## src/rtl/ps2_key_state_tracker_pkg.sv

```systemverilog
// Shared definitions for the PS/2 key state tracker slice.
// Contents:
//   - NUMBEROFKEYBOARDINPUTS : width of the held-key vector
//   - KEY_* index constants  : bit position of each tracked key in keyState
//   - SC_BREAK / SC_EXT      : Set-2 break (F0) and extended (E0) prefix bytes
//   - trackerState_t         : decoder FSM states
package ps2_key_state_tracker_pkg;

    localparam int unsigned NUMBEROFKEYBOARDINPUTS = 29;

    localparam logic [7:0] SC_BREAK = 8'hF0;
    localparam logic [7:0] SC_EXT   = 8'hE0;

    localparam logic [4:0] KEY_TILDA      = 5'd0;
    localparam logic [4:0] KEY_ONE        = 5'd1;
    localparam logic [4:0] KEY_TWO        = 5'd2;
    localparam logic [4:0] KEY_THREE      = 5'd3;
    localparam logic [4:0] KEY_FOUR       = 5'd4;
    localparam logic [4:0] KEY_FIVE       = 5'd5;
    localparam logic [4:0] KEY_SIX        = 5'd6;
    localparam logic [4:0] KEY_SEVEN      = 5'd7;
    localparam logic [4:0] KEY_EIGHT      = 5'd8;
    localparam logic [4:0] KEY_NINE       = 5'd9;
    localparam logic [4:0] KEY_ZERO       = 5'd10;
    localparam logic [4:0] KEY_MINUS      = 5'd11;
    localparam logic [4:0] KEY_EQUALS     = 5'd12;
    localparam logic [4:0] KEY_BACKSPACE  = 5'd13;
    localparam logic [4:0] KEY_TAB        = 5'd14;
    localparam logic [4:0] KEY_Q          = 5'd15;
    localparam logic [4:0] KEY_W          = 5'd16;
    localparam logic [4:0] KEY_E          = 5'd17;
    localparam logic [4:0] KEY_R          = 5'd18;
    localparam logic [4:0] KEY_T          = 5'd19;
    localparam logic [4:0] KEY_Y          = 5'd20;
    localparam logic [4:0] KEY_U          = 5'd21;
    localparam logic [4:0] KEY_I          = 5'd22;
    localparam logic [4:0] KEY_O          = 5'd23;
    localparam logic [4:0] KEY_P          = 5'd24;
    localparam logic [4:0] KEY_LBRACKET   = 5'd25;
    localparam logic [4:0] KEY_RBRACKET   = 5'd26;
    localparam logic [4:0] KEY_BACKSLASH  = 5'd27;
    localparam logic [4:0] KEY_SPACEBAR   = 5'd28;

    typedef enum logic [1:0] {
        ST_IDLE,
        ST_BREAK,
        ST_EXT,
        ST_EXT_BREAK
    } trackerState_t;

endpackage

```

## src/rtl/ps2_key_state_tracker_lut.sv

```systemverilog
// Combinational Set-2 scancode lookup.
// Ports:
//   scanCode  in  8  received byte
//   hit       out 1  byte is one of the tracked make codes
//   keyIndex  out 5  keyState bit for that code (0 when no hit)
module ps2_scancode_lut
    import ps2_key_state_tracker_pkg::*;
(
    input  logic [7:0] scanCode,
    output logic       hit,
    output logic [4:0] keyIndex
);

    always_comb begin
        hit      = 1'b1;
        keyIndex = '0;
        case (scanCode)
            8'h0E: keyIndex = KEY_TILDA;
            8'h16: keyIndex = KEY_ONE;
            8'h1E: keyIndex = KEY_TWO;
            8'h26: keyIndex = KEY_THREE;
            8'h25: keyIndex = KEY_FOUR;
            8'h2E: keyIndex = KEY_FIVE;
            8'h36: keyIndex = KEY_SIX;
            8'h3D: keyIndex = KEY_SEVEN;
            8'h3E: keyIndex = KEY_EIGHT;
            8'h46: keyIndex = KEY_NINE;
            8'h45: keyIndex = KEY_ZERO;
            8'h4E: keyIndex = KEY_MINUS;
            8'h55: keyIndex = KEY_EQUALS;
            8'h66: keyIndex = KEY_BACKSPACE;
            8'h0D: keyIndex = KEY_TAB;
            8'h15: keyIndex = KEY_Q;
            8'h1D: keyIndex = KEY_W;
            8'h24: keyIndex = KEY_E;
            8'h2D: keyIndex = KEY_R;
            8'h2C: keyIndex = KEY_T;
            8'h35: keyIndex = KEY_Y;
            8'h3C: keyIndex = KEY_U;
            8'h43: keyIndex = KEY_I;
            8'h44: keyIndex = KEY_O;
            8'h4D: keyIndex = KEY_P;
            8'h54: keyIndex = KEY_LBRACKET;
            8'h5B: keyIndex = KEY_RBRACKET;
            8'h5D: keyIndex = KEY_BACKSLASH;
            8'h29: keyIndex = KEY_SPACEBAR;
            default: hit = 1'b0;
        endcase
    end

endmodule

```

## src/rtl/ps2_key_state_tracker.sv

```systemverilog
// PS/2 Set-2 byte stream -> held-key vector plus press/release pulses.
// Ports:
//   CLOCK_50         in  1         system clock, rising edge
//   resetn           in  1         synchronous reset, active high
//   recievedData     in  8         byte from the PS/2 receiver
//   recievedNewData  in  1         one-cycle strobe qualifying recievedData
//   clearKeys        in  1         release all keys, drop prefix, no pulses
//   keyState         out NUM_KEYS  1 = key held
//   keyPressPulse    out 1         one cycle on make of a released key
//   keyReleasePulse  out 1         one cycle on break of a held key
//   lastKeyIndex     out 5         key behind the most recent pulse
//   lastKeyValid     out 1         a pulse has occurred since reset/clear
// F0 prefixes a break, E0 sequences are swallowed, repeats of a held key
// are silent, and a prefix left pending for PREFIX_TIMEOUT cycles is dropped.
module ps2_key_state_tracker
    import ps2_key_state_tracker_pkg::*;
#(
    parameter int unsigned NUM_KEYS       = NUMBEROFKEYBOARDINPUTS,
    parameter int unsigned PREFIX_TIMEOUT = 1_000_000
) (
    input  logic                CLOCK_50,
    input  logic                resetn,
    input  logic [7:0]          recievedData,
    input  logic                recievedNewData,
    input  logic                clearKeys,
    output logic [NUM_KEYS-1:0] keyState,
    output logic                keyPressPulse,
    output logic                keyReleasePulse,
    output logic [4:0]          lastKeyIndex,
    output logic                lastKeyValid
);

    localparam int unsigned CNT_W = (PREFIX_TIMEOUT > 2) ? $clog2(PREFIX_TIMEOUT) : 1;
    localparam logic [CNT_W-1:0] TIMEOUT_LAST = CNT_W'(PREFIX_TIMEOUT - 1);

    trackerState_t    state;
    trackerState_t    nextState;
    logic [CNT_W-1:0] timeoutCnt;
    logic             lutHit;
    logic [4:0]       lutIndex;
    logic             makeEvent;
    logic             breakEvent;

    ps2_scancode_lut u_lut (
        .scanCode (recievedData),
        .hit      (lutHit),
        .keyIndex (lutIndex)
    );

    // A strobe always wins over a timeout expiring in the same cycle.
    always_comb begin
        nextState  = state;
        makeEvent  = 1'b0;
        breakEvent = 1'b0;
        if (recievedNewData) begin
            case (state)
                ST_IDLE: begin
                    if (recievedData == SC_BREAK) begin
                        nextState = ST_BREAK;
                    end else if (recievedData == SC_EXT) begin
                        nextState = ST_EXT;
                    end else begin
                        // Acks and status bytes are not in the map, so they fall out here.
                        makeEvent = lutHit;
                    end
                end
                ST_BREAK: begin
                    if (recievedData != SC_BREAK) begin
                        nextState  = ST_IDLE;
                        breakEvent = lutHit;
                    end
                end
                ST_EXT: begin
                    nextState = (recievedData == SC_BREAK) ? ST_EXT_BREAK : ST_IDLE;
                end
                default: begin
                    nextState = ST_IDLE;
                end
            endcase
        end else if (state != ST_IDLE && timeoutCnt == TIMEOUT_LAST) begin
            nextState = ST_IDLE;
        end
    end

    always_ff @(posedge CLOCK_50) begin
        if (resetn) begin
            state           <= ST_IDLE;
            timeoutCnt      <= '0;
            keyState        <= '0;
            keyPressPulse   <= 1'b0;
            keyReleasePulse <= 1'b0;
            lastKeyIndex    <= '0;
            lastKeyValid    <= 1'b0;
        end else if (clearKeys) begin
            state           <= ST_IDLE;
            timeoutCnt      <= '0;
            keyState        <= '0;
            keyPressPulse   <= 1'b0;
            keyReleasePulse <= 1'b0;
            lastKeyValid    <= 1'b0;
        end else begin
            state           <= nextState;
            keyPressPulse   <= 1'b0;
            keyReleasePulse <= 1'b0;
            // Clearing whenever the next state is IDLE also covers the expiry
            // cycle, so the counter never has to hold PREFIX_TIMEOUT itself.
            if (recievedNewData || nextState == ST_IDLE) begin
                timeoutCnt <= '0;
            end else begin
                timeoutCnt <= timeoutCnt + 1'b1;
            end
            if (makeEvent && !keyState[lutIndex]) begin
                keyState[lutIndex] <= 1'b1;
                keyPressPulse      <= 1'b1;
                lastKeyIndex       <= lutIndex;
                lastKeyValid       <= 1'b1;
            end
            if (breakEvent && keyState[lutIndex]) begin
                keyState[lutIndex] <= 1'b0;
                keyReleasePulse    <= 1'b1;
                lastKeyIndex       <= lutIndex;
                lastKeyValid       <= 1'b1;
            end
        end
    end

endmodule

```

## config.mk

```make
export PLATFORM = sky130hd
export DESIGN_NAME = ps2_key_state_tracker
export DESIGN_NICKNAME = d
export VERILOG_FILES = /design/src/rtl/ps2_key_state_tracker_pkg.sv /design/src/rtl/ps2_key_state_tracker_lut.sv /design/src/rtl/ps2_key_state_tracker.sv
export SDC_FILE = /design/constraint.sdc
export NUM_CORES = 1
export LEC_CHECK = 0
export BUFFER_PORTS_ARGS = -buffer_cell sky130_fd_sc_hd__clkbuf_2
export CAP_MARGIN = 25
export CORE_AREA = 2 2 97 71
export DETAILED_ROUTE_END_ITERATION = 12
export DIE_AREA = 0 0 99 73
export GPL_ROUTABILITY_DRIVEN = 0
export PLACE_DENSITY = 0.78
export SYNTH_ARGS = -nofsm -noshare
export SYNTH_HDL_FRONTEND = slang
export SYNTH_SLANG_ARGS = --single-unit
```

## constraint.sdc

```tcl
create_clock -name CLOCK_50 -period 3.85 [get_ports CLOCK_50]
set_input_delay 0.77 -clock CLOCK_50 [delete_from_list [all_inputs] [get_ports CLOCK_50]]
set_output_delay 0.77 -clock CLOCK_50 [all_outputs]
set_load 0.005 [all_outputs]
```

==> metrics, run 1 <==
TritonCTS buffer count 9; slew at the pin with the worst max-slew slack 0.725 ns; Top Ports 49; final wirelength 10900 um; initial antenna violation count 0; most used flip-flop cell after synthesis dfxtp_1; Initial Utilization 55.4%; NetSw 361 uW; f_max 270 MHz; R2R Path Start state[1]; nets@finish 506; clock sink total 59; CTS root buf clkbuf_8; Mapped Area 0.00355 sq mm; GR Util All Layers 30.2%; ys async rst share 0%; sequential area share after synthesis 33.3%; DR pass1 iterations 6; Area growth, synth to finish 21.7%; Setup Viol. Count Final 0; crit-path max FO 18; minimum clock period 3.70 ns; Post-CTS Hold Fix Bufs 0; layout cells sized above 1 28.9%; htree depth 3; WS Path Type input port to flip-flop; Required @ worst endpoint 4.09 ns; CTS tree yes; max-cap violations 0; first-pass GRT wire length 17000 um; clock network power share 42.4%; Hold Slack 0.482 ns; routed vias 3724; Synth top area share 33.3%; fillers 537; hold_sp timeoutCnt[0]; total die area 0.00723 sq mm; EDFF count, synth 0; cell-internal power 932 uW; leading post-synthesis cells by cell area dfxtp_1 (33%), nor2_1 (5.2%), a211oi_1 (4.0%), xor2_1 (3.5%), nand3_1 (3.4%); Final Skew 0.00615 ns; post-route setup TNS 0 ns; Final Hold Viols 0; Crit. End Element flip-flop; outcome complete, no violations; largest area contributor in the netlist dfxtp_1; count leader, synth dfxtp_1; Worst slew margin 51.2%; startpoint types input port; RSZ-0062 raised after global routing no; Max VDD drop 0.258 mV; # rows 25; Power Density 299 mW/mm^2; post-DP HPWL 8040 um; Inserted Diodes 0; Die Y 73 um; wire length per cell 18.9 um; 1st-iter DRT viols 374; fin util 67.4%; drt drc 0; Post-Layout Inst Area 0.00432 sq mm; Final Cycle Share 96.1%; Seq pwr share 47.4%; grt ovf 0; post-route ant nets 0; Combinational Power Share 10.2%; Max clock buf depth 2; Hold/Removal Path Class flip-flop to flip-flop; Distinct cells, synth 76; number of port buffers 48; flops & latches, synth 59; Sw Share 27.9%; Arrival @ worst endpoint 3.94 ns; Warnings, synthesis 0; Mapped Nets 427; synth cell count leaders dfxtp_1 (59), nor2_1 (49), nand2_1 (24), nand3_1 (24), a21oi_1 (20); CORE AREA 0.00641 sq mm; Mean Syn Cell Area 8.57 sq um; total power 1.29 mW; die width 99 um; Placed Area 0.00410 sq mm; largest net degree at the start of global routing 21; crit path from recievedData[6]; Clk Latency, worst-skew pair 0.35 ns; Worst-path clk slew 0.07 ns; Syn Inst Count 414; Leak 1.57 nW; vias per inst 6.43; max-slew violations 0; vias in the first global route 3322
sequential cells by signal, indices dropped and copies added (netlist names):
name and flops:
state 2, lastKeyValid 1, timeoutCnt 20, keyReleasePulse 1, keyState 29, keyPressPulse 1, lastKeyIndex 5
critical path: stages:
cell and delay [ns]:
clkbuf_2 0.23, nor4b_1 0.25, a32o_1 0.28, a2111oi_4 0.53
nand3_4 0.22, mux2_2 0.38, a221oi_2 0.31, nand3_1 0.21
nor2_4 0.17, buf_12 0.16, a31oi_1 0.10, a311oi_1 0.30
metrics by stage:
step	cells	worst slack (ns)
after floorplan	414	0.300
after global placement	563	-0.0274
after detailed placement	563	-0.0863
after CTS	579	0.247
after global routing	579	0.00988
final	579	0.152
cell families after synthesis:
group | share of synthesized area [%]
adders and majority gates | 0.352
AOI/OAI and AO/OA | 23.4
muxes | 2.11
and+or+nand+nor | 30.6
xor gates and xnor gates | 4.93
buffers and inverters | 5.29
DFF | 33.3
power groups by stage:
stage | sequential, mW | clock (mW) | combinational [mW]
floorplan | 0.627 | 0 | 0.0794
global placement | 0.627 | 0 | 0.121
detailed placement | 0.627 | 0 | 0.124
CTS | 0.613 | 0.548 | 0.125
global route | 0.613 | 0.566 | 0.139
finish | 0.613 | 0.548 | 0.132
final timing paths:
check                  end  slack, ns  cells past startpoint
max reg2reg    keyState[9]       1.56                      8
min          timeoutCnt[0]       0.48                      1
min reg2reg  timeoutCnt[0]       0.48                      1
max            keyState[9]       0.15                     12
cell type report:
class	instances	area [sq um]	area share [%]
inverter	11	41.3	0.956
tap	81	101	2.35
sequential	59	1180	27.3
clock buffer	11	151	3.51
multi-input combinational	318	2210	51.2
timing repair buffer	94	598	13.8
clock inverter	5	36.3	0.840
layer usage:
metal / part of all wire [%] / global-route usage [%] / vias up
li1: - / - / 1739
met3: 12 / 11.5 / 35
met2: 40 / 44.1 / 219
met5: 0 / 0 / -
met1: 45 / 41.8 / 1731
met4: 2.2 / 8.98 / 0
placed cells by master (no fill, tap or decap), types with 6 or more instances in the layout:
cell	n
xor2_1	14
o21ai_0	10
a21oi_1	20
nand4_1	7
o221a_1	9
dfxtp_1	59
nand3_1	24
clkbuf_8	11
inv_1	11
clkbuf_2	48
and3_1	8
nor2_1	46
nand2_1	24
xnor2_1	6
nor3_1	13
a311oi_1	6
a31oi_1	12
buf_4	45
a211oi_1	19
timing repair:
item                                    CTS  global route
buffers inserted                          0             0
endpoints found under the setup margin    0             6
gates resized for setup                   0             6
Note: power is estimated with default switching activity, not from simulation.
==> run 2: changes to the inputs <==
--- a/config.mk
+++ b/config.mk
@@ -9,4 +9,5 @@
 export CAP_MARGIN = 25
 export CORE_AREA = 2 2 97 71
+export CTS_CLUSTER_DIAMETER = 120
 export DETAILED_ROUTE_END_ITERATION = 12
 export DIE_AREA = 0 0 99 73
==> constraint.sdc (replaced) <==
create_clock -name CLOCK_50 -period 3.85 [get_ports CLOCK_50]
set_input_delay 0 -clock CLOCK_50 [delete_from_list [all_inputs] [get_ports CLOCK_50]]
set_output_delay 0 -clock CLOCK_50 [all_outputs]
set_load 0.005 [all_outputs]
==> run 2 against run 1 <==
  * Clock-buffer cell count is the same
  * Critical path depth shrank 1
  * Sequential cell count is the same
  * Core utilization shrank 5.3 points
  * Die area is the same
  * Register-to-register slack lost 0.30 ns
  * Final area shrank 7.9%
  * Cell count shrank 6.7%
==> metrics, run 2 (synthesis gave the netlist of run 1 again) <==
f_max 289 MHz (+6.9%); DR pass1 iterations 6 (unchanged); Post-CTS Repair Setup Buffers 0 (unchanged); Biggest register keyState; final wirelength 10300 um (-6.2%); die width 99 um (unchanged); Worst slew margin 40.9% (-10 points); post-DP HPWL 7500 um (-6.8%); post-route ant nets 0 (unchanged); Inserted Diodes 0 (unchanged); startpoint types input port; Final Hold Viols 0 (unchanged); CTS tree yes; Area growth, synth to finish 12.0%; slew at the pin with the worst max-slew slack 0.879 ns (+0.154 ns); post-route setup TNS 0 ns (unchanged); routed vias 3596 (-3.4%); TritonCTS buffer count 9 (unchanged); worst-path cell chain clkbuf_2 -> or4b_1 -> o32ai_2 -> a2111oi_4 -> nand2_1 -> mux2_2 -> a22oi_1 -> nand4_1 -> nor2_4 -> a31oi_1 -> a311oi_1; cell count after placement 524 (-6.9%); NetSw 326 uW (-9.5%); nets@finish 468 (-7.5%); max-cap violations 0 (unchanged); outcome complete, no violations; Layout Cells excl Fill 540 (-6.7%); Max VDD drop 0.235 mV (-8.7%); clock network power share 40.7% (-1.7 points); DP Worst Slack 0.279 ns (+0.365 ns); grt ovf 0 (unchanged); total die area 0.00723 sq mm (unchanged); Final Skew 0.00708 ns (+0.000932 ns); Power Density 307 mW/mm^2 (+2.5%); Hold/Removal Path Class input port to flip-flop; GR Util All Layers 29.1% (-1.2 points); CTS root buf clkbuf_8; first-pass GRT wire length 16300 um (-4.2%); CP peak stage delay 0.64 ns (+0.11 ns); layout cells sized above 1 21.6% (-7.3 points); number of port buffers 48 (unchanged); Max clock buf depth 2 (unchanged); max FFs per register 29 (unchanged); largest net degree at the start of global routing 21 (unchanged); slowest cell on the critical path a2111oi_4; Initial Utilization 55.4% (unchanged); Clk Latency, worst-skew pair 0.34 ns (about the same); Seq pwr share 50.3% (+2.9 points); CORE AREA 0.00641 sq mm (unchanged); final setup margin 0.391 ns (+0.240 ns); Final Cycle Share 89.8% (-6.2 points); crit-path max FO 20 (+2); most frequent cells in the layout dfxtp_1 (59), nor2_1 (49), clkbuf_2 (48); minimum clock period 3.46 ns (-0.240 ns); clock sink total 59 (unchanged); Required @ worst endpoint 4.09 ns (about the same); Worst-path clk slew 0.07 ns (about the same); Top Ports 49 (unchanged); Leak 1.37 nW (-13%); Die Y 73 um (unchanged); vias in the first global route 3144 (-5.4%); commonest non-fill, non-tap cell in the layout dfxtp_1; max-slew violations 0 (unchanged); cell-internal power 894 uW (-4.2%); initial antenna violation count 0 (unchanged); htree depth 3 (unchanged); WS Path Type input port to flip-flop; Combinational Power Share 9.0% (-1.2 points); wire length per cell 19.0 um (+0.53%); Arrival @ worst endpoint 3.70 ns (-0.24 ns); vias per inst 6.66 (+3.5%); # rows 25 (unchanged); drt drc 0 (unchanged); 1st-iter DRT viols 470 (+26%); Crit. End Element flip-flop; Top Registers keyState x29, timeoutCnt x20, lastKeyIndex x5; RSZ-0062 raised after global routing no; Setup Viol. Count Final 0 (unchanged); Sw Share 26.7% (-1.1 points)
-- run 2: power by group through the flow --
stage               sequential [mW]  combinational [mW]  clock (mW)
floorplan                     0.627              0.0794           0
global placement              0.627               0.102           0
detailed placement            0.627               0.105           0
CTS                           0.613               0.106       0.508
global route                  0.613               0.118       0.533
finish                        0.613               0.110       0.497
-- run 2: area by class of cell --
class / count / area, sq um
tap: 81 / 101
inverter: 11 / 41.3
clock inverter: 4 / 27.5
timing repair buffer: 56 / 303
multi-input combinational: 318 / 2180
clock buffer: 11 / 141
fill: 557 / 2440
sequential: 59 / 1180
-- run 2: through the flow --
stage	hold WS (ns)	util (%)	total power, mW	area [sq um]
after floorplan	0.0728	-	0.707	3550
after global placement	0.268	59.2	0.729	3800
after detailed placement	0.266	59.2	0.732	3800
after CTS	0.0626	62.0	1.23	3980
after global routing	0.127	62.0	1.26	3980
final	0.0738	62.0	1.22	3980
-- run 2: critical path: cells and delay by family --
kind / cells / cell delay, ns
multiplexers: 1 / 0.35
buffers and inverters: 1 / 0.31
AO/OA/AOI/OAI: 5 / 1.60
AND/OR/NAND/NOR: 4 / 1.42
-- run 2: timing repair --
action,4_1_cts,5_1_grt
endpoints found under the hold margin,5,0
endpoints found under the setup margin,0,0
hold buffers,1,0
gates resized for setup,0,0
-- run 2: final timing paths --
kind | from | end | slack [ns] | cells past startpoint
worst max-delay path | recievedData[4] | keyState[27] | 0.39 | 11
worst min-delay path | recievedNewData | state[0] | 0.07 | 5
worst max register to register | state[1] | keyState[27] | 1.26 | 7
worst min register to register | timeoutCnt[0] | timeoutCnt[0] | 0.48 | 1
-- run 2: metal layers --
layer  up-vias  wire length, um  global-route usage (%)
li1       1655                -                       -
met1      1690             4720                    42.9
met2       228             4080                    38.8
met3        23             1270                    10.7
met4         0              181                    9.13
met5         -                0                       0
==> run 3: changes to the inputs <==
- CORE_AREA: 2 2 97 71 -> 2 2 116 84
- DIE_AREA: 0 0 99 73 -> 0 0 118 86
- PLACE_DENSITY: 0.78 -> 0.57
==> run 3 against run 2 <==
  * First-iteration DRC count is 3.4% lower
  * Combinational power hardly changed
  * Sequential cell count stayed put
  * Total power is 18% higher
  * Critical endpoint is now keyState[7]
  * Largest cell class unchanged
==> metrics, run 3 (synthesis gave the netlist of run 1 again) <==
outcome complete, no violations; post_cts resized 0 (unchanged); R2R Path Start state[1]; Post-Layout Inst Area 0.00415 sq mm (+4.4%); die width 118 um (+19%); htree depth 3 (unchanged); Top Registers keyState x29, timeoutCnt x20, lastKeyIndex x5; number of port buffers 48 (unchanged); RSZ-0062 raised after global routing no; Biggest register keyState; Area growth, synth to finish 17.0%; TritonCTS buffer count 9 (unchanged); vias per inst 5.98 (-10%); r2r setup slk 1.27 ns (about the same); Worst Hold End state[1]; Worst R2R End keyState[7]; post-route setup TNS 0 ns (unchanged); final setup margin 0.516 ns (+0.125 ns); Hold/Removal Path Class input port to flip-flop; Top Ports 49 (unchanged); CORE AREA 0.00896 sq mm (+40%); WS Path Type input port to flip-flop; drt drc 0 (unchanged); # rows 29 (+16%); GR Util All Layers 22.7% (-6.4 points); minimum clock period 3.33 ns (-0.125 ns); startpoint types input port; Clk Latency, worst-skew pair 0.33 ns (about the same); 1st-iter DRT viols 454 (-3.4%); Crit. End Element flip-flop; nets@finish 472 (+0.85%); fin util 46.3% (-16 points); f_max 300 MHz (+3.7%); CTS root buf clkbuf_16; Final Skew 0.0110 ns (+0.00389 ns); final wirelength 11000 um (+7.4%); grt ovf 0 (unchanged); critical path buffer and inverter count 1 (unchanged); initial antenna violation count 0 (unchanged); total die area 0.0101 sq mm (+40%); worst-path cell chain clkbuf_2 -> or4b_1 -> nor2_1 -> a2111oi_4 -> nand3_4 -> mux2_2 -> a221oi_2 -> nand3_1 -> nor2_4 -> a31oi_1 -> a311oi_1; Leak 1.44 nW (+5.3%); Initial Utilization 39.6% (-16 points); CP peak stage delay 0.77 ns (+0.13 ns); commonest non-fill, non-tap cell in the layout dfxtp_1; Final Cycle Share 86.6% (-3.2 points); Required @ worst endpoint 4.08 ns (about the same); Reg2Reg Depth 7 (unchanged); max FFs per register 29 (unchanged); Max clock buf depth 2 (unchanged); post-DP HPWL 8220 um (+9.6%); largest net degree at the start of global routing 21 (unchanged); DR pass1 iterations 5 (-1); Worst Hold Path Cells 5 (unchanged); hold_sp recievedNewData; layout cells sized above 1 22.2% (+0.68 points); Inserted Diodes 0 (unchanged); wire length per cell 18.8 um (-1.2%); Max VDD drop 0.179 mV (-24%); vias in the first global route 3237 (+3.0%); Worst slew margin 51.8% (+11 points); clock sink total 59 (unchanged); slew at the pin with the worst max-slew slack 0.716 ns (-0.162 ns); Placed Area 0.00388 sq mm (+2.2%); max-cap violations 0 (unchanged); Power Density 347 mW/mm^2 (+13%); CTS tree yes; max-slew violations 0 (unchanged); first-pass GRT wire length 18000 um (+10%); most frequent cells in the layout dfxtp_1 (59), nor2_1 (49), clkbuf_2 (48); CP delay by family, top simple AND/OR/NAND/NOR gates; Arrival @ worst endpoint 3.56 ns (-0.14 ns); crit-path max FO 20 (unchanged); Setup Viol. Count Final 0 (unchanged); DP Worst Slack 0.281 ns (+0.00208 ns); routed vias 3513 (-2.3%); Final Hold Viols 0 (unchanged); Die Y 86 um (+18%); post-route ant nets 0 (unchanged); slowest cell on the critical path or4b_1; Worst-path clk slew 0.05 ns (-0.02 ns)
==> run 3: cell count changes in the layout (fill, tap and decap cells not counted) <==
cell,change
clkinv_4,+1
clkinv_2,+2
clkbuf_16,+9
clkbuf_8,-10
buf_4,+4
clkinvlp_4,-2
==> run 3: worst max-delay path by stage <==
stage / from / end / slack, ns / cells past startpoint
6_report: recievedData[4] / keyState[7] / 0.52 / 11
5_1_grt: recievedData[4] / keyState[7] / 0.34 / 11
4_1_cts: recievedData[4] / keyState[15] / 0.61 / 11
3_5_place_dp: recievedData[4] / keyState[15] / 0.28 / 11
3_3_place_gp: recievedData[4] / keyState[2] / 0.28 / 11
2_1_floorplan: recievedData[5] / keyState[17] / 1.07 / 12
==> run 3: timing repair <==
item	in CTS	in global routing
endpoints found under the hold margin	5	0
setup buffers	0	0
hold buffers	1	0
==> run 3: layout make-up <==
cell class	instances	area (sq um)
fillers	899	4810
multi-input cells	318	2180
flip-flops and latches	59	1180
repair buffers	60	333
clock buffers	10	229
well taps	124	155
inverters	11	41.3
clock inverters	5	31.3
==> run 3: report_power, final <==
group          internal (mW)  switching, mW
clock network          0.428          0.287
logic                 0.0365         0.0761
registers              0.613        0.00112
==> run 3: metrics by stage <==
stage	instances	hold WS (ns)	total power [mW]
after detailed placement	571	0.274	0.735
after global placement	571	0.277	0.733
after global routing	587	0.110	1.49
after floorplan	414	0.0728	0.707
after CTS	587	0.0639	1.45
final	587	0.0625	1.44
==> run 3: layer usage <==
metal  GRT usage, %  part of all wire (%)  wire [um]
met1           34.5                    50       5510
met2           28.8                    37       4050
met3           8.05                    11       1240
met4           7.12                   1.9        210
met5              0                     0          0
==> run 3: worst reg2reg max path, cell delays in order, from the launching register on <==
cell      delay (ns)
dfxtp_1         0.36
a311o_1         0.39
a211o_1         0.32
a21oi_1         0.27
nand4_1         0.26
nor2_4          0.44
a31oi_1         0.15
a311oi_1        0.29
